### src/rtl/wb_pkg.sv
// Shared writeback definitions used by the result queues and the writeback mux.
// Entry layout {addr, tag, data}, packed MSB first.
package wb_pkg;

    localparam int WB_DATA_W  = 16;
    localparam int WB_TAG_W   = 6;
    localparam int WB_ADDR_W  = 4;
    localparam int WB_DEPTH   = 4;
    localparam int WB_ENTRY_W = WB_ADDR_W + WB_TAG_W + WB_DATA_W;

    typedef struct packed {
        logic [WB_ADDR_W-1:0] addr;
        logic [WB_TAG_W-1:0]  tag;
        logic [WB_DATA_W-1:0] data;
    } wb_entry_t;

    // Builds an entry in the shared layout from its three fields.
    function automatic wb_entry_t packEntry(input logic [WB_DATA_W-1:0] data,
                                            input logic [WB_TAG_W-1:0]  tag,
                                            input logic [WB_ADDR_W-1:0] addr);
        wb_entry_t e;
        e.addr = addr;
        e.tag  = tag;
        e.data = data;
        return e;
    endfunction

endpackage

### src/rtl/wb_entry_fifo.sv
// Circular entry storage for the writeback source queue.
// Holds pointers and occupancy; the payload array is intentionally not reset.
module wb_entry_fifo #(
    parameter int DEPTH = 4,
    parameter int WIDTH = 26
) (
    input  logic                       clk,
    input  logic                       async_rst_n,
    input  logic                       clk_en,
    input  logic                       push,
    input  logic                       pop,
    input  logic [WIDTH-1:0]           writeData,
    output logic [WIDTH-1:0]           readData,
    output logic [$clog2(DEPTH):0]     occupancy
);

    localparam int PTRW = $clog2(DEPTH);
    localparam int OCCW = PTRW + 1;

    logic [WIDTH-1:0] mem [DEPTH];
    logic [PTRW-1:0]  wrPtr;
    logic [PTRW-1:0]  rdPtr;
    logic             full;
    logic             empty;
    logic             rdEn;
    logic             wrEn;

    assign full  = (occupancy == OCCW'(DEPTH));
    assign empty = (occupancy == '0);
    assign rdEn  = clk_en && pop && !empty;
    assign wrEn  = clk_en && push && (!full || rdEn);

    assign readData = mem[rdPtr];

    // Payload write; contents survive reset, only the pointers decide validity.
    always_ff @(posedge clk) begin
        if (wrEn) begin
            mem[wrPtr] <= writeData;
        end
    end

    // Pointer and occupancy bookkeeping; pointers wrap naturally at DEPTH.
    always_ff @(posedge clk or negedge async_rst_n) begin
        if (!async_rst_n) begin
            wrPtr     <= '0;
            rdPtr     <= '0;
            occupancy <= '0;
        end else begin
            if (wrEn) begin
                wrPtr <= wrPtr + PTRW'(1);
            end
            if (rdEn) begin
                rdPtr <= rdPtr + PTRW'(1);
            end
            case ({wrEn, rdEn})
                2'b10:   occupancy <= occupancy + OCCW'(1);
                2'b01:   occupancy <= occupancy - OCCW'(1);
                default: occupancy <= occupancy;
            endcase
        end
    end

endmodule

### src/rtl/writeback_source_queue.sv
// Writeback source queue: buffers functional unit results in push order and
// presents the oldest one to the writeback mux with an ACK/REQ handshake.
// Optional feature macro: WB_SOURCE_BYPASS_EN lets an offered result reach the
// mux in the same cycle when the queue is empty.
module writeback_source_queue
    import wb_pkg::*;
#(
    parameter int DATABITWIDTH    = WB_DATA_W,
    parameter int TAGBITWIDTH     = WB_TAG_W,
    parameter int REGADDRBITWIDTH = WB_ADDR_W,
    parameter int DEPTH           = WB_DEPTH
) (
    input  logic                       clk,
    input  logic                       async_rst_n,
    input  logic                       clk_en,
    input  logic                       InValid,
    output logic                       InReady,
    input  logic [DATABITWIDTH-1:0]    InData,
    input  logic [TAGBITWIDTH-1:0]     InTag,
    input  logic [REGADDRBITWIDTH-1:0] InAddr,
    output logic                       WritebackACK,
    input  logic                       WritebackREQ,
    output logic [DATABITWIDTH-1:0]    WritebackData,
    output logic [TAGBITWIDTH-1:0]     WritebackTag,
    output logic [REGADDRBITWIDTH-1:0] WritebackAddr,
    output logic [$clog2(DEPTH):0]     Occupancy
);

    localparam int OCCW   = $clog2(DEPTH) + 1;
    localparam int ENTRYW = REGADDRBITWIDTH + TAGBITWIDTH + DATABITWIDTH;

    logic [ENTRYW-1:0] inEntry;
    logic [ENTRYW-1:0] fifoHead;
    logic [ENTRYW-1:0] headEntry;
    logic [OCCW-1:0]   fifoOccupancy;
    logic              hasEntry;
    logic              bypassActive;
    logic              pop;
    logic              push;
    logic              fifoPush;
    logic              fifoPop;

    // Same field order as wb_entry_t so entries stay interchangeable with the mux side.
    assign inEntry  = {InAddr, InTag, InData};
    assign hasEntry = (fifoOccupancy != '0);

`ifdef WB_SOURCE_BYPASS_EN
    assign bypassActive = !hasEntry && InValid;
`else
    assign bypassActive = 1'b0;
`endif

    // ACK and head data come only from stored state and the offered input, never from REQ.
    assign WritebackACK = hasEntry || bypassActive;
    assign headEntry    = hasEntry ? fifoHead : inEntry;

    assign pop      = WritebackACK && WritebackREQ && clk_en;
    assign InReady  = (fifoOccupancy < OCCW'(DEPTH)) || pop;
    assign push     = InValid && InReady && clk_en;

    // A bypassed result that is consumed immediately never needs a storage slot.
    assign fifoPush = push && !(bypassActive && pop);
    assign fifoPop  = pop && hasEntry;

    assign WritebackAddr = WritebackACK ? headEntry[ENTRYW-1 -: REGADDRBITWIDTH] : '0;
    assign WritebackTag  = WritebackACK ? headEntry[DATABITWIDTH +: TAGBITWIDTH] : '0;
    assign WritebackData = WritebackACK ? headEntry[DATABITWIDTH-1:0]           : '0;
    assign Occupancy     = fifoOccupancy;

    wb_entry_fifo #(
        .DEPTH (DEPTH),
        .WIDTH (ENTRYW)
    ) entryFifo (
        .clk         (clk),
        .async_rst_n (async_rst_n),
        .clk_en      (clk_en),
        .push        (fifoPush),
        .pop         (fifoPop),
        .writeData   (inEntry),
        .readData    (fifoHead),
        .occupancy   (fifoOccupancy)
    );

endmodule

### config.mk
export PLATFORM = sky130hd
export DESIGN_NAME = writeback_source_queue
export DESIGN_NICKNAME = d
export VERILOG_FILES = /design/src/rtl/wb_pkg.sv /design/src/rtl/wb_entry_fifo.sv /design/src/rtl/writeback_source_queue.sv
export SDC_FILE = /design/constraint.sdc
export NUM_CORES = 1
export LEC_CHECK = 0
export BUFFER_PORTS_ARGS = -buffer_cell sky130_fd_sc_hd__buf_4
export CAP_MARGIN = 15
export CELL_PAD_IN_SITES_DETAIL_PLACEMENT = 1
export CELL_PAD_IN_SITES_GLOBAL_PLACEMENT = 1
export CORE_MARGIN = 2
export CORE_UTILIZATION = 42
export DETAILED_ROUTE_END_ITERATION = 8
export PLACE_DENSITY_LB_ADDON = 0.1
export SYNTH_ARGS = -nofsm -noshare
export SYNTH_HDL_FRONTEND = slang
export SYNTH_SLANG_ARGS = --single-unit
### constraint.sdc
create_clock -name clk -period 3.2 [get_ports clk]
set_input_delay 0.32 -clock clk [delete_from_list [all_inputs] [get_ports clk]]
set_output_delay 0.32 -clock clk [all_outputs]
set_load 0.02 [all_outputs]
* Word level (Yosys, flattened, before mapping) *
Memory sizes are Yosys's and may differ from the RTL's.
Cells that the tools add are included.

word-level totals
  register bits after elaboration = 7
  bits in writable memories = 104
  bits of input ports = 31
  word-level logic and storage cells = 34
  memories = 1

operators by class
  add/sub/neg operators = 4
  order comparisons = 1
  eq/ne operators = 3
  muxes and demuxes = 6
  reduce and logical (&&, ||, !) cells = 16

memories
  memory         depth  width  read ports  clocked after memory_dff  write ports  line                 RTL
  entryFifo.mem  4      26     1           0                         1            wb_entry_fifo.sv:20  logic [WIDTH-1:0] mem [DEPTH];

operators by type and width
  cell                 count
  $mux 16              1
  $logic_and 1x1->1    9
  $mux 6               1
  $pmux 3 s2           1
  $add 2x1->2 const B  2
  $mux 4               1
  $add 3x1->3 const B  1
  $eq 3x3->1 const B   1
  $logic_not 3->1      1
  $lt 3x3->1 const B   1
  $reduce_bool 3->1    1
  $sub 3x1->3 const B  1
  $eq 2x1->1 const B   1
  $eq 2x2->1 const B   1
  $logic_not 1->1      2
  $logic_or 1x1->1     2
  $mux 1               2
  $reduce_bool 2->1    1

* Longest topological paths before layout *
  depth after elaboration = 10
  gate-level depth with buffers = 9

* Cells and area by module *
A second synthesis with hierarchy kept.

second synthesis, totals
  cell total of the unflattened synthesis = 220
  area total of the unflattened synthesis = 4523.1 um^2

modules (own cells, without submodules)
  module                  times used  cells an instance  area each (um^2)  seq. area each (um^2)
  wb_entry_fifo           1           184                4292.9            3298.2
  writeback_source_queue  1           36                 230.2             0.0

* Worst setup path after synthesis *
No wires, ideal clock.

  path type = flip-flop to flip-flop
  from = reg entryFifo.occupancy[2]
  to = reg entryFifo.occupancy[2]
  library setup time = 0.080 ns
  data arrival time = 1.971 ns
  slack = 1.150 ns
  stages on the path, launching flop included = 10
  period minus slack after synthesis = 2.050 ns
  path through = dfrtp_1 or3_1 buf_2 nor2b_1 ha_1 inv_1 fa_1 xor2_1 nor2_1 xor2_1

on the way
  cells in the longest elaborated chain, start to end = 10

ends and longest elaborated chain
  item                                                    line                          RTL
  start: declaration                                      wb_entry_fifo.sv:14           output logic [$clog2(DEPTH):0] occupancy
  start signal: assignment                                wb_entry_fifo.sv:56           2'b10: occupancy <= occupancy + OCCW'(1);
  start signal: assignment                                wb_entry_fifo.sv:57           2'b01: occupancy <= occupancy - OCCW'(1);
  start signal: assignment                                wb_entry_fifo.sv:58           default: occupancy <= occupancy;
  $reduce_bool 3->1                                       writeback_source_queue.sv:45  assign hasEntry = (fifoOccupancy != '0);
  $logic_and 1x1->1 (2 in a row)                          writeback_source_queue.sv:57  assign pop = WritebackACK && WritebackREQ && clk_en;
  $logic_and 1x1->1                                       writeback_source_queue.sv:63  assign fifoPop = pop && hasEntry;
  $logic_and 1x1->1                                       wb_entry_fifo.sv:30           assign rdEn = clk_en && pop && !empty;
  $logic_and 1x1->1 *                                     wb_entry_fifo.sv:30
  named net entryFifo.rdEn                                wb_entry_fifo.sv:25           logic rdEn;
  $logic_or 1x1->1                                        wb_entry_fifo.sv:31           assign wrEn = clk_en && push && (!full || rdEn);
  $logic_and 1x1->1                                       wb_entry_fifo.sv:31
  $eq 2x1->1 / $eq 2x2->1 (equally long branches)         wb_entry_fifo.sv:55           case ({wrEn, rdEn})
  $pmux 3 s2 / $reduce_bool 2->1 (equally long branches)  --

The timed path passes the listed nets; every way through them passes the cells marked *.
A chain may end at the register's enable or synchronous reset.

* Worst setup path in the final report *
  from = reg entryFifo.rdPtr[0]
  to = out WritebackTag[0]

on the way
  cells in the longest elaborated chain, start to end = 2

ends and longest elaborated chain
  item                      line                          RTL
  start: declaration        wb_entry_fifo.sv:22           logic [PTRW-1:0] rdPtr;
  start signal: assignment  wb_entry_fifo.sv:53           rdPtr <= rdPtr + PTRW'(1);
  $mem_v2 4x26              --
  $mux 6                    writeback_source_queue.sv:66  assign WritebackTag = WritebackACK ? headEntry[DATABITWIDTH +: TAGBITWIDTH] : '0;
  end: declaration          writeback_source_queue.sv:24  output logic [TAGBITWIDTH-1:0] WritebackTag,

No other way between the ends.

==> results.cfg <==
[routing]
viasPerCell = 5.00
dr_total_vias = 2073
drt_wl_total_um = 8080
drt-initial-drc-count = 40
wire_per_inst_um = 19.5
drtAntennaViolNets = 0
first_pass_iters = 4
drcViolationCount = 0

[synthesis]
synth_edf_count = 104
syn_area_mm2 = 0.00440
syn_inst = 206
synth-warning-count = 0
synth_nets = 243
async_reset_ff_share_pct = 6.31
avgSynthCellArea_um2 = 21.4
ys_ff_latch = 111
synth_top_cell_area_share_pct = 71.0
synth.distinct_cells = 22
ys_dominant_reg_cell = edfxtp_1
synth_top_cells_by_area = edfxtp_1, mux4_2, mux4_1, and2_1, dfrtp_1
yosys.area.top_type = edfxtp_1
ys_seq_area_share_pct = 75.0

[sta]
slew_headroom_pct = 49.8
drv_slew = 0
fin_ws_ps = 638
worstMarginPinSlew_ps = 754
finClkSkew_ps = 7.68
finalSetupViolations = 0
fmax_mhz = 390
layout_min_cycle_time_ps = 2560
rsz0062_at_grt = false
setup_tns_ps = 0
whs_ps = 127
finalHoldViolCount = 0
fin_crit_sh_pct = 80.1

[global_route]
grt_pass1_wl_um = 12900
grt_usage_pct = 15.7
antenna_found_initial = 0
use_met1_pct = 19.1
grt.overflow.total = 0
grtUsageMet2_pct = 26.7
use_met3_pct = 5.15
top_usage_layer = met2
grt_max_degree = 29
grt_pass1_vias = 2353

[pwr]
pwr-share-comb_pct = 38.7
irDropWorstVdd_mv = 0.425
cellPowerDensity_mw_per_mm2 = 852
power_frac_seq_pct = 43.3
p_int_mw = 2.93
p_clk_share_pct = 18.0
p_sw_share_pct = 33.8
total_leakage_power_nw = 1.84
p_sw_mw = 1.50

[die]
initial_utilization_pct = 43.0
rows = 37
core_mm2 = 0.0102
die_h_um = 106
die_w_um = 106
ios = 62
fp.dieArea_mm2 = 0.0113

[place]
io_buffer_count = 61
post-place-ws_ps = 997
place_hpwl_um = 5070
place_congestion = 0.686

[cts]
clk_latency_ps = 380
cts_setup_buffers = 0
cts.sinks = 111
cts_root_buf = clkbuf_8
cts-buffers-inserted = 9
clk_transition_reported_paths_ps = 110
cts_hold_buf = 1
cts-htree-levels = 3
clock_path_buffers = 2
cts_tree = done
cts_resized = 0

[worst_setup_path]
endpoint_kind = primary output
critical_path.max_fanout = 16
critPathArrivalTime_ps = 2240
worstSetupPathType = flop to primary output
crit_required_ps = 2880
cp-start-kind = flop

[run_status]
outcome = finished, final reports clean

[cells_and_area]
final_layout_size_suffix_gt1_share_pct = 37.3
n_antenna_cell = 0
fin_nets = 311
final_common_cell = edfxtp_1
mostFrequentLayoutCells = edfxtp_1, buf_4, and2_1
syn2layout_area_growth_pct = 18.1

[run]
drv_cap = 0

[worst_hold_path]
hold_path.class = primary input to flop
[Yosys cell counts, types with 3 or more instances]
cell and number:
inv_1 7, mux4_1 8, dfrtp_1 7, nand2_1 4
xnor2_1 3, ha_1 5, mux4_2 18, xor2_1 3
buf_2 4, edfxtp_1 104, and2_1 30
[power by group through the flow]
| stage | Combinational, mW | Sequential [mW] | Clock [mW] |
|---|---|---|---|
| final | 1.72 | 1.92 | 0.797 |
| after global routing | 1.86 | 1.95 | 0.868 |
| after CTS | 1.77 | 1.93 | 0.828 |
| after detailed placement | 1.76 | 1.96 | 0 |
| after global placement | 1.74 | 1.95 | 0 |
| after floorplan | 1.19 | 1.87 | 0 |
[critical path, stage by stage (launching register included)]
cell and delay (ps):
dfrtp_2 710, buf_4 300, mux4_2 510, and2_1 180
buf_4 160
[state kept, by name (all words and copies together), names as in the netlist]
signal	cells
entryFifo.mem	104
entryFifo.occupancy	3
entryFifo.rdPtr	2
entryFifo.wrPtr	2
[final timing paths]
path                                                     from                                 end  slack (ps)  cells past startpoint
min in group asynchronous                         async_rst_n      entryFifo.wrPtr[1]$_DFFE_PN0P_         280                      2
min                                                  InTag[4]      entryFifo.mem[2][20]$_DFFE_PP_         130                      1
max reg2reg                entryFifo.occupancy[2]$_DFFE_PN0P_      entryFifo.mem[2][14]$_DFFE_PP_        1140                      2
max                            entryFifo.rdPtr[0]$_DFFE_PN0P_                     WritebackTag[0]         640                      4
min reg2reg                entryFifo.occupancy[0]$_DFFE_PN0P_  entryFifo.occupancy[0]$_DFFE_PN0P_         540                      1
max in group asynchronous                         async_rst_n      entryFifo.rdPtr[0]$_DFFE_PN0P_        2780                      2
[area by class of cell]
cell class / instances / area (um2)
inverter: 7 / 26.3
timing repair buffer: 66 / 510
clock buffer: 10 / 128
multi-input combinational: 79 / 1000
tap: 136 / 170
sequential: 111 / 3300
fill: 956 / 5030
clock inverter: 6 / 62.6
[layer usage]
| layer | vias up | share of wire [%] |
|---|---|---|
| met1 | 1077 | 42 |
| met3 | 9 | 4.6 |
| met2 | 41 | 52 |
| met5 | - | 0 |
| li1 | 946 | - |
| met4 | 0 | 1.4 |
[cell families (layout without fill, tap and decap cells)]
| family | after synthesis | after routing | share of synthesized area, % |
|---|---|---|---|
| fa+ha+maj | 6 | 6 | 1.88 |
| xor+xnor | 6 | 6 | 1.19 |
| compound gates | 2 | 2 | 0.227 |
| buf+inv | 16 | 89 | 2.39 |
| flops | 111 | 111 | 75.0 |
| simple gates | 38 | 38 | 5.12 |
| mux | 27 | 27 | 14.2 |
[metrics by stage]
step	cell area, um2	power [mW]	cells	util, %
CTS	5200	4.52	415	50.8
finish	5200	4.43	415	50.8
floorplan	4400	3.06	206	-
global placement	5000	3.69	398	48.9
detailed placement	5000	3.72	398	48.9
global route	5200	4.68	415	50.8
Power figures use the tool's default switching activity.
